### src/rtl/fast_field_sequencer_if.sv
// Byte-in / decoded-field-out stream bundle for fast_field_sequencer.
// The slave side is the sequencer; the master side feeds bytes and sinks fields.
interface fast_field_sequencer_if #(
  parameter int OUT_WIDTH = 64,
  parameter int FW        = 5
);
  logic                 in_valid;
  logic [7:0]           in_byte;
  logic                 in_ready;
  logic                 out_valid;
  logic                 out_ready;
  logic [OUT_WIDTH-1:0] out_value;
  logic                 out_is_null;
  logic [FW-2:0]        out_field_idx;
  logic                 out_last;

  modport master (
    output in_valid, in_byte, out_ready,
    input  in_ready, out_valid, out_value,
    input  out_is_null, out_field_idx, out_last
  );

  modport slave (
    input  in_valid, in_byte, out_ready,
    output in_ready, out_valid, out_value,
    output out_is_null, out_field_idx, out_last
  );
endinterface

### src/rtl/fast_field_sequencer.sv
// Splits a FAST byte stream into stop-bit fields, runs each through one
// shared uint decoder and streams the decoded values out in field order.
module fast_field_sequencer #(
  parameter int MAX_BYTES  = 10,
  parameter int OUT_WIDTH  = 64,
  parameter int MAX_FIELDS = 16,
  parameter int CW         = $clog2(MAX_BYTES) + 1,
  parameter int FW         = $clog2(MAX_FIELDS) + 1
) (
  input  logic                   clk,
  input  logic                   rst_n,
  fast_field_sequencer_if.slave  bus,
  input  logic [MAX_FIELDS-1:0]  tmpl_nullable,
  input  logic [FW-1:0]          tmpl_num_fields,
  output logic [MAX_BYTES*8-1:0] dec_msg_bytes,
  output logic [CW-1:0]          dec_byte_count,
  output logic                   dec_nullable,
  output logic                   dec_valid_in,
  input  logic                   dec_valid_out,
  input  logic [OUT_WIDTH-1:0]   dec_value,
  input  logic                   dec_is_null,
  output logic                   err,
  output logic [7:0]             err_count
);
  localparam int IW = FW - 1;

  typedef enum logic [2:0] {
    S_IDLE, S_GATHER, S_ISSUE, S_WAIT, S_EMIT, S_ERROR
  } state_t;

  state_t                 r_state, w_next;
  logic [MAX_BYTES*8-1:0] r_buf, w_buf_ins, w_buf_first;
  logic [CW-1:0]          r_cnt, w_cnt_nxt;
  logic [MAX_FIELDS-1:0]  r_null;
  logic [FW-1:0]          r_num, w_num_lat;
  logic [IW-1:0]          r_idx, r_oidx;
  logic [OUT_WIDTH-1:0]   r_value;
  logic                   r_is_null, r_last;
  logic [7:0]             r_err_cnt;
  logic                   w_accept, w_in_ready, w_out_valid;
  logic                   w_dec_act, w_is_last;

  assign w_accept  = bus.in_valid && w_in_ready;
  assign w_cnt_nxt = (r_state == S_IDLE) ? CW'(1) : r_cnt + CW'(1);
  assign w_is_last = ({1'b0, r_idx} == r_num - FW'(1));

  // Zero and out-of-range counts both mean a full-size template
  assign w_num_lat =
    (tmpl_num_fields == '0 ||
     tmpl_num_fields > FW'(MAX_FIELDS)) ?
    FW'(MAX_FIELDS) : tmpl_num_fields;

  always_comb begin
    w_buf_first      = '0;
    w_buf_first[7:0] = bus.in_byte;
    w_buf_ins        = r_buf;
    for (int i = 0; i < MAX_BYTES; i++)
      if (CW'(i) == r_cnt)
        w_buf_ins[i*8 +: 8] = bus.in_byte;
  end

  always_ff @(posedge clk or negedge rst_n) begin
    if (!rst_n) r_state <= S_IDLE;
    else        r_state <= w_next;
  end

  always_comb begin
    w_next = r_state;
    unique case (r_state)
      S_IDLE, S_GATHER:
        if (w_accept) begin
          if (bus.in_byte[7])
            w_next = S_ISSUE;
          else if (w_cnt_nxt == CW'(MAX_BYTES))
            w_next = S_ERROR;
          else
            w_next = S_GATHER;
        end
      S_ISSUE: w_next = S_WAIT;
      S_WAIT:
        w_next = dec_valid_out ? S_EMIT : S_ERROR;
      S_EMIT:
        if (bus.out_ready)
          w_next = r_last ? S_IDLE : S_GATHER;
      S_ERROR: w_next = S_IDLE;
      default: w_next = S_IDLE;
    endcase
  end

  // in_ready is gated by reset so every output reads 0 while held
  always_comb begin
    w_in_ready   = 1'b0;
    dec_valid_in = 1'b0;
    w_dec_act    = 1'b0;
    w_out_valid  = 1'b0;
    err          = 1'b0;
    unique case (r_state)
      S_IDLE, S_GATHER: w_in_ready = rst_n;
      S_ISSUE: begin
        dec_valid_in = 1'b1;
        w_dec_act    = 1'b1;
      end
      S_WAIT:  w_dec_act   = 1'b1;
      S_EMIT:  w_out_valid = 1'b1;
      S_ERROR: err         = 1'b1;
      default: ;
    endcase
  end

  always_ff @(posedge clk or negedge rst_n) begin
    if (!rst_n) begin
      r_buf     <= '0;
      r_cnt     <= '0;
      r_null    <= '0;
      r_num     <= '0;
      r_idx     <= '0;
      r_oidx    <= '0;
      r_value   <= '0;
      r_is_null <= 1'b0;
      r_last    <= 1'b0;
      r_err_cnt <= '0;
    end else begin
      unique case (r_state)
        S_IDLE:
          if (w_accept) begin
            r_null <= tmpl_nullable;
            r_num  <= w_num_lat;
            r_idx  <= '0;
            r_buf  <= w_buf_first;
            r_cnt  <= CW'(1);
          end
        S_GATHER:
          if (w_accept) begin
            r_buf <= w_buf_ins;
            r_cnt <= w_cnt_nxt;
          end
        S_WAIT:
          if (dec_valid_out) begin
            r_value   <= dec_value;
            r_is_null <= dec_is_null;
            r_oidx    <= r_idx;
            r_last    <= w_is_last;
          end
        S_EMIT:
          if (bus.out_ready) begin
            r_buf <= '0;
            r_cnt <= '0;
            if (!r_last) r_idx <= r_idx + IW'(1);
          end
        S_ERROR: begin
          r_buf <= '0;
          r_cnt <= '0;
          r_idx <= '0;
          if (r_err_cnt != 8'hFF)
            r_err_cnt <= r_err_cnt + 8'd1;
        end
        default: ;
      endcase
    end
  end

  assign bus.in_ready      = w_in_ready;
  assign bus.out_valid     = w_out_valid;
  assign bus.out_value     = r_value;
  assign bus.out_is_null   = r_is_null;
  assign bus.out_field_idx = r_oidx;
  assign bus.out_last      = r_last;
  assign dec_msg_bytes     = r_buf;
  assign dec_byte_count    = r_cnt;
  assign dec_nullable      = w_dec_act & r_null[r_idx];
  assign err_count         = r_err_cnt;
endmodule

### src/flat_wrapper.sv
// flat-port wrapper written by rule: the top's interface ports become plain ports
module fast_field_sequencer_flat 
#(
  parameter int MAX_BYTES  = 10,
  parameter int OUT_WIDTH  = 64,
  parameter int MAX_FIELDS = 16,
  parameter int CW         = $clog2(MAX_BYTES) + 1,
  parameter int FW         = $clog2(MAX_FIELDS) + 1
)
  (clk, rst_n, tmpl_nullable, tmpl_num_fields, dec_msg_bytes, dec_byte_count, dec_nullable, dec_valid_in, dec_valid_out, dec_value, dec_is_null, err, err_count, bus_in_valid, bus_in_byte, bus_out_ready, bus_in_ready, bus_out_valid, bus_out_value, bus_out_is_null, bus_out_field_idx, bus_out_last);
  fast_field_sequencer_if #(.OUT_WIDTH(OUT_WIDTH), .FW(FW)) bus_i ();
  input  logic clk;
  input  logic rst_n;
  input  logic [MAX_FIELDS-1:0] tmpl_nullable;
  input  logic [FW-1:0] tmpl_num_fields;
  output logic [MAX_BYTES*8-1:0] dec_msg_bytes;
  output logic [CW-1:0] dec_byte_count;
  output logic dec_nullable;
  output logic dec_valid_in;
  input  logic dec_valid_out;
  input  logic [OUT_WIDTH-1:0] dec_value;
  input  logic dec_is_null;
  output logic err;
  output logic [7:0] err_count;
  input wire logic [$bits(bus_i.in_valid)-1:0] bus_in_valid;
  input wire logic [$bits(bus_i.in_byte)-1:0] bus_in_byte;
  input wire logic [$bits(bus_i.out_ready)-1:0] bus_out_ready;
  output wire logic [$bits(bus_i.in_ready)-1:0] bus_in_ready;
  output wire logic [$bits(bus_i.out_valid)-1:0] bus_out_valid;
  output wire logic [$bits(bus_i.out_value)-1:0] bus_out_value;
  output wire logic [$bits(bus_i.out_is_null)-1:0] bus_out_is_null;
  output wire logic [$bits(bus_i.out_field_idx)-1:0] bus_out_field_idx;
  output wire logic [$bits(bus_i.out_last)-1:0] bus_out_last;
  assign bus_i.in_valid = bus_in_valid;
  assign bus_i.in_byte = bus_in_byte;
  assign bus_i.out_ready = bus_out_ready;
  assign bus_in_ready = bus_i.in_ready;
  assign bus_out_valid = bus_i.out_valid;
  assign bus_out_value = bus_i.out_value;
  assign bus_out_is_null = bus_i.out_is_null;
  assign bus_out_field_idx = bus_i.out_field_idx;
  assign bus_out_last = bus_i.out_last;
  fast_field_sequencer #(.MAX_BYTES(MAX_BYTES), .OUT_WIDTH(OUT_WIDTH), .MAX_FIELDS(MAX_FIELDS), .CW(CW), .FW(FW)) u_core (.clk(clk), .rst_n(rst_n), .bus(bus_i), .tmpl_nullable(tmpl_nullable), .tmpl_num_fields(tmpl_num_fields), .dec_msg_bytes(dec_msg_bytes), .dec_byte_count(dec_byte_count), .dec_nullable(dec_nullable), .dec_valid_in(dec_valid_in), .dec_valid_out(dec_valid_out), .dec_value(dec_value), .dec_is_null(dec_is_null), .err(err), .err_count(err_count));
endmodule
### config.mk
export PLATFORM = sky130hd
export DESIGN_NAME = fast_field_sequencer_flat
export DESIGN_NICKNAME = d
export VERILOG_FILES = /design/src/rtl/fast_field_sequencer_if.sv /design/src/rtl/fast_field_sequencer.sv /design/src/flat_wrapper.sv
export SDC_FILE = /design/constraint.sdc
export NUM_CORES = 1
export LEC_CHECK = 0
export ABC_AREA = 1
export CAP_MARGIN = 40
export CORE_UTILIZATION = 47
export CTS_BUF_LIST = sky130_fd_sc_hd__clkbuf_4
export CTS_CLUSTER_SIZE = 25
export DETAILED_ROUTE_END_ITERATION = 10
export PLACE_DENSITY = 0.81
export SLEW_MARGIN = 20
export SYNTH_ARGS = -nofsm -noshare
export SYNTH_HDL_FRONTEND = slang
export SYNTH_SLANG_ARGS = --single-unit
### constraint.sdc
create_clock -name clk -period 2.35 [get_ports clk]
set_clock_uncertainty 0.2 [all_clocks]
set_input_delay 0.235 -clock clk [delete_from_list [all_inputs] [get_ports clk]]
set_output_delay 0.235 -clock clk [all_outputs]
set_load 0.01 [all_outputs]
======== Word level (Yosys, flattened, before mapping) ========
Cells that the tools add are included.
word-level totals
  bits in registers ....................... 191
  memory bits (writable) .................. 0
  memories ................................ 0
  bits in read-only memories .............. 0
  input port bits ......................... 99
  bits in latches ......................... 0
cells by class
  divide/modulo/power cells ............... 0
  mux-type cells .......................... 38
  bitwise operators ....................... 1
  reductions and logical operators ........ 25
  add/sub/neg operators ................... 4
  magnitude comparators ................... 2
  multiply operators ...................... 0
  eq/ne operators ......................... 32
  shifts and indexed selects .............. 0
operators with widths
  kind                                                   count
  one-hot mux 80 bit (4 select lines)                    1
  two-way mux 80 bit                                     3
  two-way mux 8 bit                                      10
  AND reduction 5 bit                                    10
  inequality test 2 x 1 -> 1 bit, second input constant  13
  two-way mux 5 bit                                      5
  == test 3 x 5 -> 1 bit, first input constant           4
  one-hot mux 5 bit (4 select lines)                     1
  two-way mux 3 bit                                      4
  two-way mux 4 bit                                      3
  one-hot mux 3 bit (4 select lines)                     1
  one-hot mux 4 bit (3 select lines)                     1
  == test 2 x 5 -> 1 bit, first input constant           2
  == test 4 x 5 -> 1 bit, first input constant           2
  zero test 5 bit                                        2
  adder 8 x 1 -> 8 bit, second input constant            1
  two-way mux 1 bit                                      8
  inequality test 8 bit, second input constant           1
  AND reduction 2 bit                                    4
  AND reduction 4 bit                                    2
  == test 3 x 2 -> 1 bit, second input constant          2
  == test 3 bit, second input constant                   2
  adder 5 x 1 -> 5 bit, second input constant            1
  == test 1 x 5 -> 1 bit, first input constant           1
  16 further kinds                                       18

======== Depth between registers and ports, before layout ========
  depth in word-level cells ............... 7
  depth in mapped cells ................... 11
  gate-level depth less buffers ........... 10

======== Worst setup path after synthesis ========
Ideal clock, no wire load.
  kind .................................... register to register
  from .................................... reg u_core.r_state[1]
  to ...................................... reg u_core.r_buf[24], in the netlist u_core.dec_msg_bytes[24]
  data required time ...................... 2.027 ns
  library setup time ...................... 0.123 ns
  period minus slack after synthesis ...... 1.814 ns
  arrival time ............................ 1.491 ns
  path slack .............................. 0.536 ns
  cell stages (with the launch flop) ...... 12
  buffers on the path ..................... 2
  path through ............................ dfrtp_1 nor2_1 nand2_2 inv_2 nand2_4 nand2_4 nor2_8 buf_6 nand2_4 buf_6 nand2_1 o21ai_2
on the way
  cells in the longest elaborated chain, start to end .. 6
RTL lines
  element                                                    line                                                     text
  from (decl)                                                fast_field_sequencer.sv:31                               state_t r_state, w_next;
  from (signal assigned)                                     fast_field_sequencer.sv:64                               else r_state <= w_next;
  == test 3 x 1 -> 1 bit or zero test 3 bit (tied branches)  fast_field_sequencer.sv:97, fast_field_sequencer.sv:123
  OR reduction 2 bit                                         fast_field_sequencer.sv:97                               unique case (r_state)
  two-way mux 1 bit                                          fast_field_sequencer.sv:97
  logical AND 1 bit                                          fast_field_sequencer.sv:43                               assign w_accept = bus.in_valid && w_in_ready;
  inequality test 2 x 1 -> 1 bit (no source line)            -
  AND reduction 5 bit (no source line)                       -
  to (signal assigned)                                       fast_field_sequencer.sv:129                              r_buf <= w_buf_first;
  to (signal assigned)                                       fast_field_sequencer.sv:134                              r_buf <= w_buf_ins;
  to (decl)                                                  fast_field_sequencer.sv:32                               logic [MAX_BYTES*8-1:0] r_buf, w_buf_ins, w_buf_first;
Parallel ways exist; a longest one is shown, timed or not.
A chain may end at the register's enable or synchronous reset.

======== Worst setup path after layout ========
  from .................................... reg u_core.r_idx[0]
  to ...................................... out dec_nullable
on the way
  cells in the longest elaborated chain, start to end .. 3
RTL lines
  element                                  line                         text
  from (decl)                              fast_field_sequencer.sv:36   logic [IW-1:0] r_idx, r_oidx;
  from (signal assigned)                   fast_field_sequencer.sv:148  if (!r_last) r_idx <= r_idx + IW'(1);
  binary-select mux 1 bit (select 4 bit)   fast_field_sequencer.sv:170  assign dec_nullable = w_dec_act & r_null[r_idx];
  two-way mux 1 bit (implied by the code)  fast_field_sequencer.sv:170
  AND 1 bit                                fast_field_sequencer.sv:170
  to (decl)                                flat_wrapper.sv:18           output logic dec_nullable;
Every way passes these cells. The select of a mux whose other input is x is not followed.

==> flow_metrics.env <==
export IMPL_outcome="finished clean"
export IMPL_stdcell_area_um2=12100
export IMPL_syn_avg_cell_area_um2=8.91
export IMPL_timing_final_ws_setup_ns=0.0666
export IMPL_grt_remaining_overflow=0
export IMPL_start_util_pct=48.0
export IMPL_synth_top_cells_by_area="dfrtp_1 60%, nand2_1 19%, o21ai_0 7.0%"
export IMPL_die_area_um2=17500
export IMPL_die_x_um=132
export IMPL_ys_seq_area_share_pct=60.0
export IMPL_max_freq_ghz=0.438
export IMPL_rsz0062_at_grt="true"
export IMPL_hold_viol_final=0
export IMPL_worstSetupPathType="flop to output pin"
export IMPL_place_area_um2=10800
export IMPL_tightest_slew_ns=1.07
export IMPL_peakVddDrop_mv=0.538
export IMPL_pin_count=267
export IMPL_switching_share_pct=39.5
export IMPL_finalSetupTns_ns=0
export IMPL_num_nets_final=1353
export IMPL_cts_sinks=191
export IMPL_core_area_um2=16600
export IMPL_grt_pass1_vias=7291
export IMPL_final_cell_mix="393 x nand2_1, 260 x clkdlybuf4s50_1, 188 x dfrtp_1, 112 x o21ai_0, 88 x dlygate4sd3_1"
export IMPL_p_sw_mw=5.50
export IMPL_vias=7453
export IMPL_slew_headroom_pct=28.4
export IMPL_grtUsageTotal_pct=27.6
export IMPL_regArea_um2=4780
export IMPL_arrival_ns=1.85
export IMPL_place_gp_congestion=0.813
export IMPL_synth_cells=894
export IMPL_synth_top_area_share_pct=60.0
export IMPL_routed_via_density=5.03
export IMPL_intPower_mw=8.42
export IMPL_antenna_left=0
export IMPL_cts_max_path_buffers=2
export IMPL_cts_buffers=17
export IMPL_post_layout_nonfiller_instances=1481
export IMPL_min_period_over_period_pct=97.2
export IMPL_wire_per_inst_um=16.0
export IMPL_power_mw=13.9
export IMPL_final_core_util_pct=73.0
export IMPL_cts_root_buf="clkbuf_4"
export IMPL_final_common_cell="nand2_1"
export IMPL_setup_viol=0
export IMPL_drive_above_1_share_pct=6.35
export IMPL_yosysWarningCount=0
export IMPL_dp_cells=1355
export IMPL_pre_cts_ws_ns=-0.0332
export IMPL_clk_latency_ns=0.58
export IMPL_cp_end_kind="output pin"
export IMPL_holdCritPathClass="input port to flop"
export IMPL_grt_pass1_wl_um=37700
export IMPL_die_h_um=132
export IMPL_worstPathRequired_ns=1.91
export IMPL_worstSetupStartpointType="flop"
export IMPL_cts_tree="built"
export IMPL_whs_ns=0.0545
export IMPL_leakage_nw=5.72
export IMPL_hpwlAfterDp_um=14200
export IMPL_clkSlewWorstSetupHoldPaths_ns=0.17
export IMPL_ys_ff_latch=191
export IMPL_dr_pass1_iters=5
export IMPL_maxCapViolCount=0
export IMPL_htreeDepth=4
export IMPL_min_period_ns=2.28
export IMPL_multi_input_area_um2=2810
export IMPL_cp_max_fo=11
export IMPL_grt_max_degree=192
export IMPL_pwr_share_comb_pct=47.0
export IMPL_wl_um=23700
export IMPL_clkPwrFrac_pct=14.8
export IMPL_rows=47
export IMPL_fillers=1167
export IMPL_p_per_area_nw_per_um2=1150
export IMPL_drc=0
export IMPL_io_buffers=266
export IMPL_antenna_found_initial=2
export IMPL_syn_num_nets=1001
export IMPL_syn_area_um2=7970
export IMPL_drt_initial_drc_count=484
export IMPL_areaGrowthSynthToFinish_pct=52.0
export IMPL_slew_viol_final=0
export IMPL_synth_top_cell_by_area="dfrtp_1"
export IMPL_synth_distinct_cells=26
export IMPL_pwr_share_seq_pct=38.3
-- registers in the layout, indices dropped and copies added (netlist names) --
signal,count
u_core.r_state,3
u_core.err_count,8
u_core.bus.out_is_null,1
u_core.r_num,5
u_core.bus.out_last,1
u_core.dec_byte_count,5
u_core.bus.out_field_idx,4
u_core.bus.out_value,64
u_core.r_null,16
u_core.r_idx,4
u_core.dec_msg_bytes,80
-- cell usage after synthesis --
library cell,count
nand2_2,1
a21oi_1,2
nor3_1,3
ha_1,8
buf_2,13
nand3_1,34
buf_4,1
buf_6,10
inv_2,2
mux2i_1,1
or4_1,1
nand3b_1,1
o22ai_1,1
o21ai_1,8
inv_1,52
dfrtp_1,191
xnor2_1,4
o21ai_2,8
nand4_1,3
o21ai_0,112
xor2_1,12
nor2_8,1
nand2_1,394
nand2_4,3
clkbuf_1,11
nor2_1,17
-- worst max-delay path, stage by stage (launching register included) --
cell     delay [ns]
dfrtp_1        0.44
buf_6          0.16
nand2_1        0.09
nand3_2        0.10
nand3_2        0.10
nand3_2        0.08
a21oi_2        0.16
buf_2          0.15
-- power groups by stage --
stage | Clock (mW) | Sequential, mW | Combinational [mW]
final | 2.06 | 5.32 | 6.54
after global routing | 2.21 | 5.46 | 7.11
after CTS | 2.09 | 5.28 | 6.43
after detailed placement | 0 | 5.36 | 6.20
after global placement | 0 | 5.33 | 6.04
after floorplan | 0 | 5.80 | 2.64
-- per-layer routing --
layer  GRT usage (%)  vias up  share of wire [%]
li1                -     3527                  -
met1            34.3     3567                 41
met2            47.0      303                 50
met3            5.92       56                5.5
met4            11.2        0                3.1
met5               0        -                  0
-- cell type report --
cell class                 instances  area share [%]
antenna                            2          0.0413
multi-input combinational        614            23.2
clock inverter                    15            1.83
clock buffer                      17            1.05
timing repair buffer             368            30.4
inverter                          54            1.69
tap                              220            2.27
sequential                       191            39.5
-- final timing paths --
kind	from	end	slack (ns)	cells past startpoint
max	u_core.r_idx[0]	dec_nullable	0.07	7
min	tmpl_num_fields[3]	u_core.r_num[3]	0.05	3
max reg2reg	u_core.r_state[1]	u_core.dec_msg_bytes[74]	0.19	7
min reg2reg	u_core.bus.out_value[18]	u_core.bus.out_value[18]	0.29	2
max in group asynchronous	rst_n	u_core.r_idx[1]	0.86	3
min in group asynchronous	rst_n	u_core.dec_msg_bytes[31]	0.15	3
-- what timing repair did --
| item | CTS | global route |
|---|---|---|
| endpoints found under the hold margin | 279 | 1 |
| hold buffers | 87 | 1 |
| buffers inserted | 4 | 0 |
| gates resized for setup | 13 | 10 |
| pin swaps | 0 | 2 |
| endpoints found under the setup margin | 5 | 6 |
-- kinds of logic (layout without fill, tap and decap cells) --
logic type,after synthesis,in the layout,share of synthesized area (%)
and+or+nand+nor,458,458,22.9
DFF,191,191,60.0
AOI/OAI and AO/OA,131,131,8.62
buffers and inverters,89,454,5.39
xor gates and xnor gates,16,16,1.76
adders and majority gates,8,8,1.26
muxes,1,1,0.126
other,0,2,0
(Power assumes the default switching activity.)
